**src/rtl/ga_pkg.sv**
```systemverilog
// Shared GA-stage types and defaults: scheduler state encoding, seed stride
// and the chromosome width the mutation datapath is built for.
package ga_pkg;

    localparam int          CHROM_WIDTH_DEF = 8;
    localparam logic [31:0] SEED_STEP_DEF   = 32'h9E37_79B9;

    typedef enum logic [2:0] {
        IDLE    = 3'd0,
        SEED    = 3'd1,
        WAIT_IN = 3'd2,
        MUT     = 3'd3,
        WR1     = 3'd4,
        WR2     = 3'd5,
        DONE    = 3'd6
    } state_t;

endpackage

```
**src/rtl/mutation_scheduler.sv**
```systemverilog
// Sequences the mutation datapath for one GA generation: reseed, accept child
// pairs, then write both mutated children to the next-population buffer.
module mutation_scheduler
    import ga_pkg::*;
#(
    parameter int          CHROM_WIDTH = CHROM_WIDTH_DEF,
    parameter int          POP_SIZE    = 16,
    parameter logic [31:0] SEED_STEP   = SEED_STEP_DEF
) (
    input  logic                        clk,
    input  logic                        reset,
    input  logic                        start,
    input  logic [31:0]                 base_seed,
    input  logic                        in_valid,
    output logic                        in_ready,
    input  logic [CHROM_WIDTH-1:0]      in_child1,
    input  logic [CHROM_WIDTH-1:0]      in_child2,
    output logic [CHROM_WIDTH-1:0]      mut_orig_child1,
    output logic [CHROM_WIDTH-1:0]      mut_orig_child2,
    output logic [31:0]                 mut_seed,
    output logic                        mut_reset,
    input  logic [CHROM_WIDTH-1:0]      mut_child1,
    input  logic [CHROM_WIDTH-1:0]      mut_child2,
    output logic                        wr_en,
    output logic [$clog2(POP_SIZE)-1:0] wr_addr,
    output logic [CHROM_WIDTH-1:0]      wr_data,
    output logic                        busy,
    output logic                        gen_done,
    output logic [15:0]                 gen_count,
    output logic [2:0]                  fsm_state
);

    localparam int            AW        = $clog2(POP_SIZE);
    localparam int            PW        = AW - 1;
    localparam logic [PW-1:0] LAST_PAIR = PW'(POP_SIZE / 2 - 1);

    state_t                 state, state_nxt;
    logic [PW-1:0]          pair_cnt;
    logic [CHROM_WIDTH-1:0] hold;

    assign fsm_state = state;

    always_ff @(posedge clk or negedge reset) begin
        if (!reset) state <= IDLE;
        else        state <= state_nxt;
    end

    always_comb begin
        state_nxt = state;
        case (state)
            IDLE:    if (start) state_nxt = SEED;
            SEED:    state_nxt = WAIT_IN;
            WAIT_IN: if (in_valid) state_nxt = MUT;
            MUT:     state_nxt = WR1;
            WR1:     state_nxt = WR2;
            WR2:     state_nxt = (pair_cnt == LAST_PAIR) ? DONE : WAIT_IN;
            DONE:    state_nxt = IDLE;
            default: state_nxt = IDLE;
        endcase
    end

    // Handshake: a pair transfers on a cycle where in_valid && in_ready; in_ready
    // is high only in WAIT_IN, so a held in_valid is consumed once per visit.
    always_comb begin
        in_ready  = (state == WAIT_IN);
        busy      = (state != IDLE);
        mut_reset = (state == IDLE) || (state == SEED);
        gen_done  = (state == DONE);
        wr_en     = (state == WR1) || (state == WR2);
        wr_addr   = '0;
        wr_data   = '0;
        if (state == WR1) begin
            wr_addr = {pair_cnt, 1'b0};
            wr_data = mut_child1;
        end else if (state == WR2) begin
            wr_addr = {pair_cnt, 1'b1};
            wr_data = hold;
        end
    end

    always_ff @(posedge clk or negedge reset) begin
        if (!reset) begin
            mut_seed        <= '0;
            mut_orig_child1 <= '0;
            mut_orig_child2 <= '0;
            gen_count       <= '0;
            pair_cnt        <= '0;
            hold            <= '0;
        end else begin
            if (state == IDLE && start)
                mut_seed <= base_seed + {16'b0, gen_count} * SEED_STEP;
            if (state == WAIT_IN && in_valid) begin
                mut_orig_child1 <= in_child1;
                mut_orig_child2 <= in_child2;
            end
            // child2 arrives with child1 but is written a cycle later
            if (state == WR1)
                hold <= mut_child2;
            if (state == WR2 && pair_cnt != LAST_PAIR)
                pair_cnt <= pair_cnt + 1'b1;
            if (state == DONE) begin
                gen_count <= gen_count + 16'd1;
                pair_cnt  <= '0;
            end
        end
    end

endmodule

```
**config.mk**
```make
export PLATFORM = sky130hd
export DESIGN_NAME = mutation_scheduler
export DESIGN_NICKNAME = d
export VERILOG_FILES = /design/src/rtl/ga_pkg.sv /design/src/rtl/mutation_scheduler.sv
export SDC_FILE = /design/constraint.sdc
export NUM_CORES = 1
export LEC_CHECK = 0
export CAP_MARGIN = 0
export CORE_AREA = 10 10 216 218
export DETAILED_ROUTE_END_ITERATION = 6
export DIE_AREA = 0 0 226 228
export PLACE_DENSITY = 0.44
export SETUP_SLACK_MARGIN = 0.15
export SYNTH_ARGS = -nofsm -noshare
export SYNTH_HDL_FRONTEND = slang
export SYNTH_SLANG_ARGS = --single-unit
```
**constraint.sdc**
```tcl
create_clock -name clk -period 9.8 [get_ports clk]
set_input_delay 2.45 -clock clk [delete_from_list [all_inputs] [get_ports clk]]
set_output_delay 2.45 -clock clk [all_outputs]
set_load 0.05 [all_outputs]
```
# ---- Word-level counts from Yosys, hierarchy flattened
# Index checks and enable logic that the tools add are counted.
dict set report totals {
  mem_bits_ro 0
  latchBits 0
  ram_bits 0
  inputBits 68
  reg_bits 78
  mem_count 0
}
dict set report op_classes {
  shifts 0
  n_lt_le_gt_ge 0
  bitwise 0
  reduce_logical 9
  n_eq_ne 10
  div 0
  n_mux 10
  add_sub_neg 3
  mul 1
}
# op count
set ops {}
lappend ops {{adder 32 bit} 1}
lappend ops {{multiplier 16 x 32 -> 32 bit, second input constant} 1}
lappend ops {{case mux 3 bit (6 select lines)} 1}
lappend ops {{adder 16 x 1 -> 16 bit, second input constant} 1}
lappend ops {{2-to-1 mux 8 bit} 2}
lappend ops {{2-to-1 mux 3 bit} 5}
lappend ops {{equality test 3 bit, second input constant} 4}
lappend ops {{2-to-1 mux 4 bit} 2}
lappend ops {{equality test 3 x 2 -> 1 bit, second input constant} 2}
lappend ops {{inequality test 2 bit, second input constant} 2}
lappend ops {{adder 3 x 1 -> 3 bit, second input constant} 1}
lappend ops {{equality test 3 x 1 -> 1 bit, second input constant} 1}
lappend ops {{logical AND 1 bit} 3}
lappend ops {{logical NOT 3 bit} 1}
lappend ops {{inequality test 3 bit, second input constant} 1}
lappend ops {{nonzero test 3 bit} 1}
lappend ops {{logical OR 1 bit} 2}
lappend ops {{AND reduction 2 bit} 1}
lappend ops {{nonzero test 2 bit} 1}

# ---- Depth between registers and ports, before layout
# Gate-level depths: netlist of the first run.
dict set report depth {
  word_depth 4
  depth_mapped 21
  ltp_nobuf 21
}

# ---- Least setup slack after synthesis of the first run
# OpenSTA, ideal clock, no wires.
dict set report synth_path {
  path_type {input port to flip-flop}
  startpoint {in base_seed[18]}
  endpoint {reg mut_seed[31]}
  setup_ns 0.142
  t_required_ns 9.658
  path_slack_ns 3.346
  path_stages 15
  arrival_ns 6.312
  path_cell_list {fa_1 fa_1 fa_1 inv_1 fa_1 inv_1 ha_1 a21o_1 a21oi_2 a31oi_1 nor3_1 a21oi_2 a211o_1 o311ai_0 o211ai_1}
}
dict set report synth_between {
  elab_chain_len 1
}
# item line_no
set synth_rtl {}
lappend synth_rtl {{start, declared} mutation_scheduler.sv:13} ;# input logic [31:0] base_seed,
lappend synth_rtl {{adder 32 bit} mutation_scheduler.sv:91} ;# mut_seed <= base_seed + {16'b0, gen_count} * SEED_STEP;
lappend synth_rtl {{end signal, assigned} mutation_scheduler.sv:91}
lappend synth_rtl {{end, declared} mutation_scheduler.sv:20} ;# output logic [31:0] mut_seed,
# No other way between the ends.
# A chain may end at the register's enable or synchronous reset.

# ---- Worst setup path after layout of the first run
dict set report layout_path {
  startpoint {in base_seed[11]}
  endpoint {reg mut_seed[30]}
}
# The elaborated chain is that of the path after synthesis.

==> out/metrics.cfg, run 1 <==
[detailed_routing]
routed_wl_um = 32000
drt-vias-per-instance = 4.16
drcViolationCount = 0
post_drt_wl_per_cell_um = 18.3
dr.pass1.iters = 6
vias = 7253
dr.first_iter.drc_count = 260
ant_nets = 0

[floorplan]
rows = 76
num_io_pins = 152
design.core.area_um2 = 42500
die_w_um = 226
die_height_um = 228
dieArea_um2 = 51500
initial_core_util = 0.247

[pwr]
p_leak_nw = 6.42
power_density_nw_per_um2 = 343
ir_worst_vdd_mv = 0.170

[sta]
drv_slew = 0
fin_crit_ns = 7.09
tightest_slew_ns = 0.875
hold_viol = 0
fin_crit_sh = 0.723
slew_headroom = 0.417
fin_tns_setup_ns = 0
skew_ns = 0.0100
fmax_ghz = 0.141
rsz0062_at_grt = no
setup_violations = 0

[clock_tree]
hold_buffers = 0
clk_pin_slew_ns = 0.07
numCtsBuffers = 9
cts.sinks = 78
h-tree-depth = 3
clk_latency_ns = 0.36
cts_resized = 0
tritoncts = yes
cts_buffer_depth = 2
root_buffer = clkbuf_16
post_cts_buffers = 0

[finish]
final_core_util = 0.305
drive_gt1_frac = 0.0501
antenna_cells = 0
final_nets = 1560
mostFrequentLayoutCells = 295 x inv_1, 176 x fa_1, 150 x clkdlybuf4s50_1, 123 x ha_1, 78 x dfrtp_1
final_common_cell = inv_1
syn_to_final_growth_pct = 23.4

[global_route]
grt_pass1_vias = 8173
grt-ovfl-total = 0
grt_pass1_wl_um = 50500
grt_max_degree = 64
grt_usage = 0.130
antenna_found_initial = 0

[run]
drv_cap = 0

[synthesis]
ys_warn_count = 0
ys_async_sr_fraction = 1.00
synth_area_um2 = 10500
avgSynthCellArea_um2 = 10.1
synth-seq-cells = 78
synth_cell_types = 54
synth_fp_nets = 1409
ys.flop_type = dfrtp_1
ys_seq_area_frac = 0.186
synth-edff-count = 0
synthCells = 1042

[critical_path]
crit_path_cell_trace = clkdlybuf4s50_1, fa_1, inv_1, fa_1, inv_1, fa_1, inv_1, fa_1, inv_1, ha_1, a21oi_1, o21ai_0, a221o_1, o21bai_1, a21oi_1, or3_1, nand3_1
path_max_fanout = 6
slowest_stage = fa_1
slowest_delay_ns = 0.56
critPathArrivalTime_ns = 7.39
cp_data_required_time_ns = 10.10
crit_family = adder cells
critical_path_buf_inv_count = 5
end_kind = register
start_kind = input port
crit_type = in -> reg

[status]
status = finished clean

[placed_design]
dp_hpwl_um = 27500
place.gp.congestion = 0.906
portBuffers = 151

[worst_hold_path]
hold_class = reg -> reg

-- logic make-up after synthesis --
family,count (synthesis),synth area share
AO/OA/AOI/OAI,120,0.0780
XOR/XNOR,49,0.0409
adder cells (fa/ha/maj),299,0.482
buffers and inverters,310,0.111
flip-flops,78,0.186
multiplexers,32,0.0334
AND/OR/NAND/NOR,154,0.0686
-- final cells by class --
| cell class | count | area [µm²] |
|---|---|---|
| timing repair buffer | 155 | 1540 |
| tap | 546 | 683 |
| sequential | 78 | 1950 |
| clock inverter | 7 | 72.6 |
| clock buffer | 9 | 225 |
| fill | 4478 | 29500 |
| inverter | 295 | 1110 |
| multi-input combinational | 654 | 7380 |
-- sequential cells by signal (all words and copies together), names as in the netlist --
register,flops
mut_seed,32
mut_orig_child2,8
gen_count,16
mut_orig_child1,8
fsm_state,3
pair_cnt,3
hold,8
-- synthesized netlist by cell type, types with 2 or more instances --
master	n	share of area
a211o_1	3	0.0025
a211oi_1	2	0.0014
a21o_1	11	0.0079
a21o_2	2	0.0017
a21oi_1	21	0.010
a21oi_2	3	0.0025
a22o_1	5	0.0042
a31oi_1	7	0.0042
and2_1	6	0.0036
and3_1	8	0.0048
and4_1	2	0.0017
buf_2	4	0.0019
clkbuf_1	11	0.0039
dfrtp_1	78	0.19
fa_1	176	0.34
ha_1	123	0.15
inv_1	295	0.11
mux2_2	24	0.026
mux2i_1	8	0.0076
nand2_1	65	0.023
nand2b_1	4	0.0024
nand3_1	12	0.0057
nand4_1	5	0.0030
nor2_1	28	0.010
nor3_1	13	0.0062
o211ai_1	2	0.0014
o21a_1	3	0.0021
o21ai_0	31	0.015
o21ai_1	5	0.0024
o21bai_1	6	0.0043
o311ai_0	2	0.0017
o31ai_1	3	0.0021
or2_2	2	0.0012
or3_1	5	0.0030
xnor2_1	36	0.030
xor2_1	13	0.011
-- report_power, final --
group          switching [W]  total, W  internal, W
clock network       0.000158  0.000356     0.000199
logic                0.00218   0.00352      0.00133
registers           0.000113  0.000570     0.000457
total                0.00245   0.00444      0.00199
-- final timing paths --
check                      slack, ns  cells after the start      endpoint     startpoint
hold reg to reg                 0.47                      2   mut_seed[1]    mut_seed[1]
hold / removal                  0.47                      2   mut_seed[1]    mut_seed[1]
setup / recovery                2.71                     17  mut_seed[30]  base_seed[11]
setup reg to reg                3.27                     19  mut_seed[31]   gen_count[4]
max in group asynchronous       6.69                      2  gen_count[0]          reset
min in group asynchronous       1.96                      1  mut_seed[11]          reset
-- metrics by stage --
stage	hold WS, ns	cell area [µm²]	std cells	setup WS, ns	power (W)
floorplan	0.480	10500	1042	3.35	0.00308
global placement	0.461	12700	1728	2.46	0.00413
detailed placement	0.462	12700	1728	2.42	0.00413
CTS	0.479	13000	1744	2.76	0.00454
global route	0.513	13000	1744	2.44	0.00494
finish	0.473	13000	1744	2.71	0.00444
-- metal layers --
layer / track usage / part of all wire / up-vias
met1: 0.172 / 0.46 / 3623
li1: - / - / 3518
met2: 0.218 / 0.50 / 91
met3: 0.0200 / 0.026 / 21
met4: 0.0272 / 0.013 / 0
met5: 0 / 0 / -
-- worst min-delay path: stages (launching register included) --
cell and delay, ns:
dfrtp_1 0.34, nand2_1 0.05, nand2_1 0.06
No activity file was read; power rests on OpenSTA's default activity.
==> run 2, diff against run 1 <==
PLACE_DENSITY = 0.45   (was 0.44)
clock period = 6.1 ns   (was 9.8 ns; I/O delays follow)
==> out/metrics.cfg, run 2 (synthesis gave the netlist of run 1 again) <==
[sta]
drv_slew = 0  ; unchanged
hold_viol = 0  ; unchanged
fmax_ghz = 0.173
tightest_slew_ns = 0.913  ; +0.0384 ns
slew_headroom = 0.391  ; -0.0256
rsz0062_at_grt = yes
fin_hold_ws_ns = 0.482  ; +0.00885 ns
skew_ns = 0.0129  ; +0.00290 ns
fin_crit_ns = 5.79
fin_crit_sh = 0.949
setup_violations = 0  ; unchanged
fin_ws_ns = 0.312  ; -2.40 ns

[pwr]
p_total_w = 0.00785  ; +77%
p_leak_nw = 6.80  ; +6.0%
netSwitchingPower_w = 0.00414  ; +69%
ir_worst_vdd_mv = 0.464  ; +170%
swShare = 0.528  ; -0.0246
intPower_w = 0.00371  ; +86%
power_density_nw_per_um2 = 574  ; +67%
pwr-share-clk = 0.070  ; -0.010
combPwrFrac = 0.813  ; +0.021
seq_power_share = 0.117  ; -0.011

[finish]
final_nets = 1641  ; +5.2%
drive_gt1_frac = 0.130  ; +0.0797
largest_reg_flops = 32  ; unchanged
top_register = mut_seed
multi_input_area_um2 = 7480  ; +1.3%
final_core_util = 0.322  ; +0.0167
reg.largest.list = mut_seed (32), gen_count (16)
syn_to_final_growth_pct = 30.2
nFillCells = 4423  ; -1.2%
instances_no_fill = 1825  ; +4.6%
antenna_cells = 0  ; unchanged
final_common_cell = inv_1
mostFrequentLayoutCells = 293 x inv_1, 172 x fa_1, 150 x clkdlybuf4s50_1, 119 x ha_1, 85 x buf_4
regArea_um2 = 1960  ; +0.38%

[clock_tree]
root_buffer = clkbuf_16
tritoncts = yes
hold_buffers = 0  ; unchanged
numCtsBuffers = 9  ; unchanged
cts_buffer_depth = 2  ; unchanged
clk_latency_ns = 0.38  ; +0.02 ns
clk_pin_slew_ns = 0.07  ; about the same
cts.sinks = 78  ; unchanged
h-tree-depth = 3  ; unchanged

[detailed_routing]
vias = 7589  ; +4.6%
drt-vias-per-instance = 4.16  ; about the same
dr.pass1.iters = 4  ; -2
post_drt_wl_per_cell_um = 17.9  ; -2.3%
drcViolationCount = 0  ; unchanged
dr.first_iter.drc_count = 238  ; -8.5%
ant_nets = 0  ; unchanged
routed_wl_um = 32700  ; +2.2%

[placed_design]
dp_cells = 1805  ; +4.5%
place.gp.congestion = 0.922  ; +1.8%
portBuffers = 151  ; unchanged
dp_hpwl_um = 28600  ; +4.0%
place_ws_ns = -0.171  ; -2.59 ns

[floorplan]
initial_core_util = 0.247  ; unchanged
design.core.area_um2 = 42500  ; unchanged
dieArea_um2 = 51500  ; unchanged
die_w_um = 226  ; unchanged
die_height_um = 228  ; unchanged
rows = 76  ; unchanged
num_io_pins = 152  ; unchanged

[global_route]
antenna_found_initial = 0  ; unchanged
grt-ovfl-total = 0  ; unchanged
grt_max_degree = 54  ; -16%
grt_pass1_vias = 8502  ; +4.0%
grt_pass1_wl_um = 51200  ; +1.4%
grt_usage = 0.132  ; +0.00221

[critical_path]
critPathArrivalTime_ns = 6.04  ; -1.35 ns
end_kind = register
path_max_fanout = 3  ; -3
crit_type = in -> reg
start_kind = input port
cp_data_required_time_ns = 6.35  ; -3.75 ns

[run]
drv_cap = 0  ; unchanged

[worst_hold_path]
hold_class = reg -> reg

[status]
status = finished clean

-- run 2: cell count changes in the layout (fill, tap and decap cells not counted), sizes merged --
| cell | change |
|---|---|
| clkinvlp | +1 |
| buf | +81 |
| bufinv | -1 |
-- run 2: critical path, stage by stage --
cell	delay (ns)
clkdlybuf4s50_1	0.43
fa_2	0.56
inv_1	0.05
fa_1	0.49
inv_1	0.05
fa_1	0.48
inv_1	0.06
fa_1	0.53
inv_1	0.04
ha_1	0.32
and3_1	0.16
o211ai_1	0.19
a31oi_2	0.14
nor3_2	0.19
a21oi_4	0.12
a211o_1	0.31
o311ai_1	0.24
o211ai_1	0.12
-- run 2: worst paths after layout --
check	start	endpoint	cells after the start	slack (ns)
worst max-delay path	base_seed[14]	mut_seed[31]	18	0.31
worst min-delay path	mut_seed[4]	mut_seed[4]	2	0.48
worst max register to register	gen_count[2]	mut_seed[30]	19	0.35
worst min register to register	mut_seed[4]	mut_seed[4]	2	0.48
max in group asynchronous	reset	gen_count[11]	2	3.96
min in group asynchronous	reset	mut_orig_child2[2]	1	1.22
-- run 2: layout make-up --
cell class,count,share of cell area
clock buffer,9,0.0165
timing repair buffer,236,0.157
inverter,295,0.0810
multi-input combinational,654,0.547
sequential,78,0.143
tap,546,0.0500
clock inverter,7,0.00494
-- run 2: metrics by stage --
step                      area (µm²)  TNS, ns
after floorplan                10500        0
after global placement         13200   -0.346
after detailed placement       13200   -0.536
after CTS                      13500        0
after global routing           13700        0
final                          13700        0
-- run 2: power by group through the flow --
stage	clock network (W)	registers (W)	logic, W
4_1_cts	0.000584	0.000920	0.00636
6_report	0.000552	0.000914	0.00638
3_3_place_gp	0	0.000917	0.00632
3_5_place_dp	0	0.000925	0.00630
5_1_grt	0.000601	0.000948	0.00711
2_1_floorplan	0	0.00147	0.00348
-- run 2: what timing repair did --
action / CTS / global route
endpoints found under the setup margin: 2 / 12
resized for setup: 2 / 27
buffers inserted: 0 / 4
pin swaps: 3 / 16
hold endpoints to repair: 0 / 0
-- run 2: routing by layer --
metal  part of all wire  vias up  track usage
li1                   -     3676            -
met1               0.46     3801        0.172
met2               0.50       94        0.220
met3              0.034       18       0.0241
met4              0.011        0       0.0315
met5                  0        -            0
==> patch (config.mk and constraints of run 2) <==
Reset style: synchronous (`reset`), changed in 2 clocked blocks.
--- a/src/rtl/mutation_scheduler.sv
+++ b/src/rtl/mutation_scheduler.sv
@@ -41,5 +41,5 @@
     assign fsm_state = state;
 
-    always_ff @(posedge clk or negedge reset) begin
+    always_ff @(posedge clk) begin
         if (!reset) state <= IDLE;
         else        state <= state_nxt;
@@ -79,5 +79,5 @@
     end
 
-    always_ff @(posedge clk or negedge reset) begin
+    always_ff @(posedge clk) begin
         if (!reset) begin
             mut_seed        <= '0;
Check against the original RTL: differs if reset is asserted again (counterexample within 4 cycles, from zero or initial values and one cycle with reset low); with reset held inactive, the same outputs for 10 cycles.
==> patch against run 2 <==
Core utilization shrank 0.48 points; first-iteration DRC count grew 49%; die area is the same; synthesized area shrank 2.9%; design area shrank 1.5%; sequential cell count is the same; worst setup slack gained 0.013 ns; critical endpoint is now mut_seed[31]; routed wire length grew 2.0%; critical path type unchanged.
Power is left out: it rests on default switching activity, and per cell area and clock period it moved more than threefold.
==> patch: results (changes against run 2) <==
| Metric | Value |
|---|---|
| Met2 Usage GRT | `0.233 (+0.0131)` |
| Pin count of the biggest net entering global routing | `43 (-20%)` |
| Min-Delay Endpoint | `mut_seed[23]` |
| Clock Latency Late Sink | `0.37 ns` |
| Vias in the first global route | `8630 (+1.5%)` |
| Nonclk inv count | `294 (-0.34%)` |
| Top cells by area, synth | `fa_1, dfxtp_1, ha_1` |
| Crit path max-delay family | `adder cells` |
| DP Cell Count | `1872 (+3.7%)` |
| Mapped Nets | `1477 (+4.8%)` |
| Multi-input gates | `715 (+9.3%)` |
| Pre-CTS setup slack | `-0.368 ns (-0.197 ns)` |
| R2R Setup Slk | `0.39 ns (+0.04 ns)` |
| Worst-path fanout max | `4 (+1)` |
| Commonest cells in the netlist | `inv_1, fa_1, ha_1` |
| Reg2reg end | `mut_seed[31]` |
| Clock Path Buffers | `2 (unchanged)` |
| Area occupied by multi-input gates | `7580 um2 (+1.3%)` |
| Via count | `8008 (+5.5%)` |
| Synth Instances | `1110 (+6.5%)` |
| Gr usage total | `0.134 (+0.00226)` |
| Layout clock area frac | `0.0251 (+0.00367)` |
| Status | `finished clean` |
| Main flop type after synthesis | `dfxtp_1` |
| Crit-path max cell delay | `0.55 ns` |
| Final instance area | `13500 um2 (-1.5%)` |
| FF/Latch Area | `1570 um2 (-20%)` |
| Worst slew pin tran | `0.955 ns (+0.0421 ns)` |
| Met1 Track Usage GR | `0.169 (-0.00334)` |
| Worst R2R Path Depth | `20 (+1)` |
| Final Wtd Congestion | `0.874 (-5.2%)` |
| Met3 usage | `0.0234 (-0.000770)` |
| Fin crit period | `5.77 ns (-0.0135 ns)` |
| M1 WL | `14.8 mm (-1.2%)` |
| Avg WL per Cell | `17.6 um (-1.5%)` |
| RR Startpoint | `gen_count[10]` |
| Met2 WL post-DR | `16.9 mm (+4.1%)` |
| Global-route wire length before repair | `52.4 mm (+2.3%)` |
| Non-clock buffers | `241 (+2.1%)` |
| Final HPWL DP | `28.9 mm (+0.90%)` |
| Via/cell ratio | `4.24 (+1.9%)` |
| Register area share after synthesis | `0.153 (-0.0328)` |
| Share of layout cells above drive strength 1 | `0.113 (-0.0167)` |
| Critical Path Source | `base_seed[16]` |
| Met3 routed WL | `1.14 mm (+2.9%)` |
| Ys async rst share | `0 (-1.00)` |
| NonClk Buf Share | `0.163 (+0.00563)` |
| Critical path's slowest cell | `fa_1` |
| Fillers | `4416 (-0.16%)` |
| Worst Hold Launch | `mut_seed[23]` |
| Initial drt markers | `355 (+49%)` |
| Hold Path Stages | `2 (unchanged)` |
| Final #Nets | `1706 (+4.0%)` |
| Post-Route Skew | `0.00901 ns (-0.00394 ns)` |
==> patch: changes by cell type after synthesis, moves of 7 or more <==
| cell | run 2 | this run |
|---|---|---|
| dfxtp_1 | 0 | 78 |
| nor2_1 | 28 | 47 |
| dfrtp_1 | 78 | 0 |
| mux2_2 | 24 | 0 |
| clkbuf_1 | 11 | 21 |
| nand2_1 | 65 | 104 |
| nor3_1 | 13 | 6 |
| a21oi_1 | 21 | 70 |
| o21ai_0 | 31 | 22 |
==> patch: cells by family after synthesis <==
group                      after synthesis  share of synthesized area
DFF                                     78                      0.153
muxes                                   12                     0.0118
buffers and inverters                  317                      0.119
xor gates and xnor gates                51                     0.0438
and+or+nand+nor                        212                     0.0933
AOI/OAI and AO/OA                      141                     0.0832
adders and majority gates              299                      0.496
==> patch: timing repair <==
| item | CTS | global route |
|---|---|---|
| pin swaps | 2 | 19 |
| endpoints found under the hold margin | 0 | 0 |
| endpoints found under the setup margin | 8 | 14 |
| cloned | 0 | 0 |
| resized for setup | 5 | 37 |
| setup buffers | 0 | 2 |
